`config.mk`:
```
export PLATFORM = sky130hd
export DESIGN_NAME = i2c_bus_arbiter
export DESIGN_NICKNAME = d
export VERILOG_FILES = /design/src/rtl/i2c_bus_arbiter_pkg.sv /design/src/rtl/i2c_bus_arbiter.sv
export SDC_FILE = /design/constraint.sdc
export NUM_CORES = 1
export LEC_CHECK = 0
export BUFFER_PORTS_ARGS = -buffer_cell sky130_fd_sc_hd__buf_4
export CAP_MARGIN = 40
export CORE_MARGIN = 10
export CORE_UTILIZATION = 40
export CTS_CLUSTER_SIZE = 12
export DETAILED_ROUTE_END_ITERATION = 8
export PLACE_DENSITY = 0.64
export SLEW_MARGIN = 0
export SYNTH_ARGS = -nofsm -noshare
export SYNTH_HDL_FRONTEND = slang
export SYNTH_SLANG_ARGS = --single-unit
```
`constraint.sdc`:
```
create_clock -name clk -period 3.1 [get_ports clk]
set_clock_uncertainty 0.1 [all_clocks]
set_input_delay 0.155 -clock clk [delete_from_list [all_inputs] [get_ports clk]]
set_output_delay 0.155 -clock clk [all_outputs]
set_load 0.05 [all_outputs]
```
`src/rtl/i2c_bus_arbiter_pkg.sv`:
```
// Shared definitions for the two-requester I2C bus arbiter: FSM state encoding,
// requester indices and a small grant-encoding helper.
package i2c_bus_arbiter_pkg;

    typedef enum logic [2:0] {
        IDLE,
        GRANT,
        ACTIVE,
        FORCE_STOP,
        GAP
    } arb_state_e;

    localparam int REQ_ALT = 0;
    localparam int REQ_IMU = 1;

    function automatic logic [1:0] onehot2(input logic idx);
        return (idx == 1'(REQ_ALT)) ? 2'b01 : 2'b10;
    endfunction

endpackage

```
`src/rtl/i2c_bus_arbiter.sv`:
```
// Round-robin arbiter multiplexing two requesters (altimeter, IMU) onto one shared
// I2C driver, with stall timeout, forced stop and an enforced bus-free gap.
module i2c_bus_arbiter
    import i2c_bus_arbiter_pkg::*;
#(
    parameter int GAP_CYCLES = 50,
    parameter int TIMEOUT    = 65535,
    parameter int TO_W       = 16
) (
    input  logic        clk,
    input  logic        rst,
    input  logic [1:0]  req,
    output logic [1:0]  gnt,
    input  logic [1:0]  ena_i,
    input  logic [1:0]  rw_i,
    input  logic [1:0]  start_transfer_i,
    input  logic [1:0]  stop_transfer_i,
    input  logic [1:0]  r_start_i,
    input  logic [15:0] data_wr_i,
    output logic [1:0]  busy_o,
    output logic [1:0]  ready_o,
    output logic [1:0]  ack_err_o,
    output logic [7:0]  data_rd_o,
    output logic        m_ena,
    output logic        m_rw,
    output logic        m_start_transfer,
    output logic        m_stop_transfer,
    output logic        m_r_start,
    output logic [7:0]  m_data_wr,
    input  logic        m_busy,
    input  logic        m_ready,
    input  logic        m_ack_err,
    input  logic [7:0]  m_data_rd,
    output logic        timeout_err
);

    localparam int GAP_W = (GAP_CYCLES > 1) ? $clog2(GAP_CYCLES) : 1;

    arb_state_e        state_q, state_d;
    logic [1:0]        gnt_q, gnt_d;
    logic              owner_q, owner_d;
    logic              ptr_q, ptr_d;
    logic [TO_W-1:0]   to_cnt_q, to_cnt_d;
    logic [GAP_W-1:0]  gap_cnt_q, gap_cnt_d;
    logic              armed_q, armed_d;

    logic pick;
    logic g_req, g_ena, g_start, g_stop;

    // Contention is resolved by the pointer; a lone request wins outright.
    assign pick    = (req[0] && req[1]) ? ptr_q : req[1];
    assign g_req   = req[owner_q];
    assign g_ena   = ena_i[owner_q];
    assign g_start = start_transfer_i[owner_q];
    assign g_stop  = stop_transfer_i[owner_q];

    assign gnt       = gnt_q;
    assign data_rd_o = m_data_rd;

    always_ff @(posedge clk) begin
        if (rst) begin
            state_q   <= IDLE;
            gnt_q     <= 2'b00;
            owner_q   <= 1'(REQ_ALT);
            ptr_q     <= 1'(REQ_ALT);
            to_cnt_q  <= '0;
            gap_cnt_q <= '0;
            armed_q   <= 1'b0;
        end else begin
            state_q   <= state_d;
            gnt_q     <= gnt_d;
            owner_q   <= owner_d;
            ptr_q     <= ptr_d;
            to_cnt_q  <= to_cnt_d;
            gap_cnt_q <= gap_cnt_d;
            armed_q   <= armed_d;
        end
    end

    always_comb begin
        state_d          = state_q;
        gnt_d            = gnt_q;
        owner_d          = owner_q;
        ptr_d            = ptr_q;
        to_cnt_d         = '0;
        gap_cnt_d        = '0;
        armed_d          = 1'b0;
        m_ena            = 1'b0;
        m_rw             = 1'b0;
        m_start_transfer = 1'b0;
        m_stop_transfer  = 1'b0;
        m_r_start        = 1'b0;
        m_data_wr        = 8'h00;
        busy_o           = 2'b11;
        ready_o          = 2'b00;
        ack_err_o        = 2'b00;
        timeout_err      = 1'b0;

        case (state_q)
            IDLE: begin
                if (|req) begin
                    state_d = GRANT;
                    owner_d = pick;
                    gnt_d   = onehot2(pick);
                end
            end
            GRANT: begin
                if (g_start) begin
                    state_d = ACTIVE;
                end else if (!g_req) begin
                    state_d = IDLE;
                    gnt_d   = 2'b00;
                end
            end
            ACTIVE: begin
                armed_d = armed_q | g_stop;
                if (m_busy || g_ena)
                    to_cnt_d = '0;
                else if (to_cnt_q != '1)
                    to_cnt_d = to_cnt_q + 1'b1;
                else
                    to_cnt_d = to_cnt_q;
                // Release takes priority over a coincident timeout.
                if (armed_q && !m_busy) begin
                    state_d = GAP;
                    gnt_d   = 2'b00;
                    ptr_d   = ~owner_q;
                    armed_d = 1'b0;
                end else if (to_cnt_d == TO_W'(TIMEOUT)) begin
                    state_d = FORCE_STOP;
                    gnt_d   = 2'b00;
                    armed_d = 1'b0;
                end
            end
            FORCE_STOP: begin
                state_d         = GAP;
                ptr_d           = ~owner_q;
                m_stop_transfer = 1'b1;
                timeout_err     = 1'b1;
            end
            GAP: begin
                if (gap_cnt_q == GAP_W'(GAP_CYCLES - 1))
                    state_d = IDLE;
                else
                    gap_cnt_d = gap_cnt_q + 1'b1;
            end
            default: begin
                state_d = IDLE;
                gnt_d   = 2'b00;
            end
        endcase

        if (|gnt_q) begin
            m_ena              = g_ena;
            m_rw               = rw_i[owner_q];
            m_start_transfer   = g_start;
            m_stop_transfer    = g_stop;
            m_r_start          = r_start_i[owner_q];
            m_data_wr          = (owner_q == 1'(REQ_IMU)) ? data_wr_i[15:8] : data_wr_i[7:0];
            busy_o[owner_q]    = m_busy;
            ready_o[owner_q]   = m_ready;
            ack_err_o[owner_q] = m_ack_err;
        end
    end

endmodule

```
==> results of run 1 <==
## through the flow
stage	cells	hold slack, ns	utilization	area (um2)
after floorplan	246	0.250	-	1970
after global placement	350	0.210	0.498	2370
after detailed placement	350	0.210	0.498	2370
after CTS	358	0.0116	0.517	2460
after global routing	358	0.0276	0.517	2460
final	358	0.0164	0.517	2460
## cell usage after synthesis (4+ instances only)
| library cell | instances | area [um2] |
|---|---|---|
| inv_1 | 6 | 22.5 |
| nand4_1 | 7 | 43.8 |
| nor3b_1 | 5 | 37.5 |
| or3_1 | 4 | 25.0 |
| mux2i_1 | 15 | 150 |
| xnor2_1 | 7 | 61.3 |
| nor3_1 | 6 | 30.0 |
| nand3_1 | 9 | 45.0 |
| dfxtp_1 | 30 | 601 |
| nor2b_1 | 4 | 25.0 |
| a31oi_1 | 4 | 25.0 |
| a211oi_1 | 5 | 37.5 |
| nor2_1 | 46 | 173 |
| a21oi_1 | 5 | 25.0 |
| buf_4 | 9 | 67.6 |
| clkbuf_1 | 9 | 33.8 |
| xor2_1 | 6 | 52.6 |
| nand2_1 | 22 | 82.6 |
## state kept, by name, indices dropped and copies added, names as in the netlist
name       count
armed_q        1
gap_cnt_q      6
gnt            2
owner_q        1
ptr_q          1
state_q        3
to_cnt_q      16
## worst paths after layout
check	start	endpoint	slack, ns	cells after the start
worst max-delay path	to_cnt_q[0]	gnt[1]	0.47	8
worst max register to register	to_cnt_q[0]	gnt[1]	0.47	8
worst min-delay path	rst	state_q[0]	0.02	2
worst min register to register	gap_cnt_q[0]	gap_cnt_q[0]	0.37	1
## area by class of cell
class	instances	area, um2	share of cell area
multi-input cells	189	1230	0.498
flip-flops and latches	30	601	0.244
well taps	67	83.8	0.0341
clock buffers	7	86.3	0.0351
inverters	6	22.5	0.00916
repair buffers	58	435	0.177
clock inverters	1	5.00	0.00203
## routing by layer
layer,part of all wire,vias to the layer above
met2,0.55,27
met5,0,-
met1,0.40,869
li1,-,949
met3,0.029,12
met4,0.016,0
## report_power, final
part	internal (W)	total (W)	switching, W
clock	0.000179	0.000331	0.000152
sequential	0.000394	0.000403	0.00000926
combinational	0.000102	0.000283	0.000181
## worst reg2reg max path, delay by kind of cell, from the launching register on
family,cells,cell delay [ns]
AND/OR/NAND/NOR,3,0.92
AO/OA/AOI/OAI,3,0.44
adder cells (fa/ha/maj),1,0.38
flip-flops,1,0.49
buffers and inverters,1,0.18
## logic make-up after synthesis
kind of cell,Yosys count
mux,17
buf+inv,27
xor+xnor,13
fa+ha+maj,3
compound gates,29
simple gates,127
flops,30
==> impl_metrics.csv, run 1 <==
group,metric,value,unit
die,die_w,90.2,um
worst_hold_path,hold_class,"input port to register",
synthesis,synth_compound_area_frac,0.109,
global_route,met3_usage,0.0308,
clocking,root_buffer,"clkbuf_8",
synthesis,synthCells,246,
setup_path,crit_buf_inv,1,
clocking,numClockSinks,30,
power,ir_drop,307,uV
power,p_per_area,413,nW/um2
clocking,ctsResizeCount,0,
die,core_area,4750,um2
drt,dr.pass1.iters,4,
timing,worstMarginPinSlew,0.570,ns
layout,layout_common_cells,"buf_4, nor2_1, dfxtp_1",
setup_path,required,3.17,ns
global_route,grt-busiest-layer,"met2",
clocking,clk_latency,0.29,ns
drt,vias_per_cell,5.19,
synthesis,synth_top_flop_cell,"dfxtp_1",
synthesis,avgSynthCellArea,8.02,um2
clocking,cts_buffers,5,
run_status,status,"completed",
synthesis,synthAdderAreaFrac,0.0190,
place,place.gp.congestion,0.834,
layout,drive_gt1_frac,0.271,
place,post-place-ws,0.549,ns
layout,antenna_cells,0,
power,p_total,0.00102,W
flow_run,maxCapViolCount,0,
timing,post-route-min-period,2.63,ns
clocking,postCtsSetupBuffers,0,
synthesis,synth_top_family_by_area,"simple AND/OR/NAND/NOR gates",
place,hpwl,4.24,mm
timing,finalSetupViolCount,0,
timing,max-slew-margin-rel,0.620,
setup_path,critPathMaxFanout,9,
timing,slew_violations,0,
clocking,clockBufferDepth,2,
global_route,overflow,0,
timing,hold_viol_final,0,
place,port_buffers,54,
setup_path,cp_cell_sequence,"ha_1 > nand4_4 > nor4_2 > buf_4 > a211oi_1 > nor4_1 > a41o_1 > o221ai_2",
global_route,grt_usage,0.129,
timing,max_freq,380,MHz
synthesis,synthXorXnorAreaFrac,0.0577,
drt,drt-initial-drc-count,70,
synthesis,ys_seq_area_frac,0.305,
setup_path,startpoint_type,"register",
synthesis,synthMuxAreaShare,0.0876,
timing,fin_ws,0.467,ns
synthesis,synth_cell_types,50,
setup_path,arrival,2.70,ns
global_route,grt_antenna_before_repair,0,
drt,drc_errors,0,
timing,fin_crit_sh,0.849,
synthesis,ys_async_sr_fraction,0,
synthesis,synth_edf_count,0,
timing,rsz0062_at_grt,"no",
clocking,cts_tree,"built",
global_route,use_met1,0.136,
timing,tns,0,ns
layout,fill_cells,477,
global_route,grt_use_met2,0.239,
drt,wl_per_cell,14.9,um
layout,final_common_cell,"buf_4",
die,row_count,25,
global_route,grt_first_pass_wirelength,8.73,mm
synthesis,synth-seq-cells,30,
setup_path,critical_path.top_delay_family,"simple AND/OR/NAND/NOR gates",
global_route,grt_max_degree,21,
setup_path,path_class,"register to register",
clocking,cts.clk_slew.worst_paths,0.07,ns
die,start_util,0.415,
synthesis,yosysWarnings,0,
global_route,grt_pass1_vias,1784,
drt,num_vias,1857,
clocking,cts_hold_buf,0,
layout,nNetsFinal,334,
power,p_leak,0.984,nW
synthesis,synth-simple-area-share,0.348,
drt,ant_nets,0,
die,fp.dieH,90.2,um
drt,totalWireLength,5.33,mm
setup_path,critPathMaxStageDelay,0.49,ns
die,ios,71,
synthesis,synth_nets,290,
layout,area_growth,24.7,%
setup_path,critPathSlowestCell,"dfxtp_1",
clocking,htree_levels,2,
die,dieArea,8140,um2
synthesis,syn_area,1970,um2
setup_path,end_kind,"register",
Note: power is estimated with default switching activity, not from simulation.
==> run 2: changes to the inputs <==
- PLACE_DENSITY: 0.64 -> 0.66
- clock period: 3.1 -> 2.4 ns (I/O delays scaled with it)
==> impl_metrics.csv, run 2 (same netlist as run 1, synthesis figures left out) <==
group,metric,value,unit
layout,drive_gt1_frac,0.295,
layout,layout_common_cells,"buf_4, nor2_1, dfxtp_1",
layout,nNetsFinal,341,
clocking,postCtsSetupBuffers,0,
setup_path,critPathMaxFanout,9,
place,hpwl,4.34,mm
layout,largest_register,"to_cnt_q",
drt,drt-initial-drc-count,133,
timing,max-slew-margin-rel,0.739,
clocking,numClockSinks,30,
power,p_leak,1.02,nW
global_route,grt_usage,0.129,
clocking,clk_latency,0.28,ns
drt,vias_per_cell,5.28,
timing,hold_viol_final,0,
setup_path,critPathSlowestCell,"or4_4",
setup_path,r2r-start,"to_cnt_q[5]",
layout,final_common_cell,"buf_4",
die,row_count,25,
power,ir_drop,488,uV
clocking,root_buffer,"clkbuf_8",
layout,reg.largest.list,"to_cnt_q (16), gap_cnt_q (6), state_q (3)",
setup_path,end_kind,"register",
timing,post-route-min-period,2.25,ns
setup_path,crit_path_start,"to_cnt_q[5]",
die,start_util,0.415,
drt,totalWireLength,5.47,mm
layout,fill_cells,486,
drt,dr.pass1.iters,4,
place,placed_cell_area,2410,um2
setup_path,required,2.50,ns
die,die_w,90.2,um
die,fp.dieH,90.2,um
timing,rsz0062_at_grt,"no",
worst_hold_path,hold_class,"input port to register",
power,p_per_area,515,nW/um2
worst_hold_path,min-delay-start,"req[0]",
worst_hold_path,hold_depth,4,
drt,wl_per_cell,15.0,um
drt,ant_nets,0,
clocking,cts_buffers,5,
worst_hold_path,holdPathEnd,"owner_q",
setup_path,r2r_setup_slack,0.15,ns
setup_path,crit_buf_inv,0,
layout,final_core_util,0.531,
clocking,cts_tree,"built",
layout,stdcell_count,365,
flow_run,maxCapViolCount,0,
setup_path,path_class,"register to register",
global_route,grt_pass1_vias,1823,
setup_path,r2r-end,"gnt[1]",
layout,final_area,2520,um2
global_route,overflow,0,
drt,num_vias,1926,
global_route,grt_antenna_before_repair,0,
setup_path,cp_cell_sequence,"nand4_2 > or4_4 > a41oi_2 > nand2_1 > a41o_1 > o221ai_2",
place,placed_cells,356,
timing,fin_crit_sh,0.936,
die,dieArea,8140,um2
setup_path,arrival,2.34,ns
timing,worstMarginPinSlew,0.388,ns
setup_path,startpoint_type,"register",
clocking,cts.clk_slew.worst_paths,0.06,ns
run_status,status,"completed",
setup_path,critPathMaxStageDelay,0.63,ns
global_route,grt_first_pass_wirelength,9.01,mm
clocking,htree_levels,2,
place,port_buffers,54,
die,core_area,4750,um2
clocking,clockBufferDepth,2,
setup_path,critical_path.top_delay_family,"simple AND/OR/NAND/NOR gates",
layout,largest_reg_flops,16,
place,place.gp.congestion,0.943,
die,ios,71,
layout,antenna_cells,0,
timing,max_freq,445,MHz
global_route,grt_max_degree,21,
drt,drc_errors,0,
layout,area_growth,28.0,%
timing,slew_violations,0,
timing,tns,0,ns
setup_path,r2r_cells,6,
timing,finalSetupViolCount,0,
## run 2: worst max-delay path by stage
stage	endpoint	slack (ns)	depth (start not counted)
after detailed placement	gnt[1]	0.16	7
final	gnt[1]	0.15	6
after global placement	gnt[1]	0.24	6
after CTS	gnt[1]	0.14	7
after global routing	gnt[1]	0.02	6
after floorplan	ack_err_o[0]	0.05	3
## run 2: report_power, final
part           switching [W]  total [W]  internal, W
Clock               0.000184   0.000415     0.000231
Sequential         0.0000120   0.000521     0.000509
Combinational       0.000233   0.000366     0.000133
## run 2: metal layers
layer	global-route usage	vias up	wire, um
met5	0	-	0
met2	0.234	61	2970
met4	0.0332	0	65
met1	0.146	886	2190
li1	-	971	-
met3	0.0308	8	236
## run 2: worst min-delay path: stages
cell and delay (ns):
buf_4 0.10, nand2_1 0.06, nand2_1 0.07, a21oi_1 0.08
## run 2: stage by stage
stage	worst slack (ns)	total power (W)	hold slack, ns
finish	0.154	0.00130	0.114
global route	0.0178	0.00136	0.104
CTS	0.140	0.00132	0.0944
detailed placement	0.163	0.000899	0.140
global placement	0.239	0.000897	0.140
floorplan	0.0481	0.000805	0.215
## run 2: area by class of cell
type | count | area [um2] | share of cell area
clock buffer | 7 | 86.3 | 0.0342
sequential | 30 | 602 | 0.238
tap | 67 | 83.8 | 0.0332
timing repair buffer | 65 | 490 | 0.194
clock inverter | 1 | 5.00 | 0.00198
inverter | 6 | 22.5 | 0.00892
multi-input combinational | 189 | 1230 | 0.489
## run 2: repair_timing
item / 4_1_cts / 5_1_grt
endpoints found under the hold margin: 2 / 0
endpoints found under the setup margin: 0 / 4
hold buffers: 1 / 0
resized for setup: 0 / 3
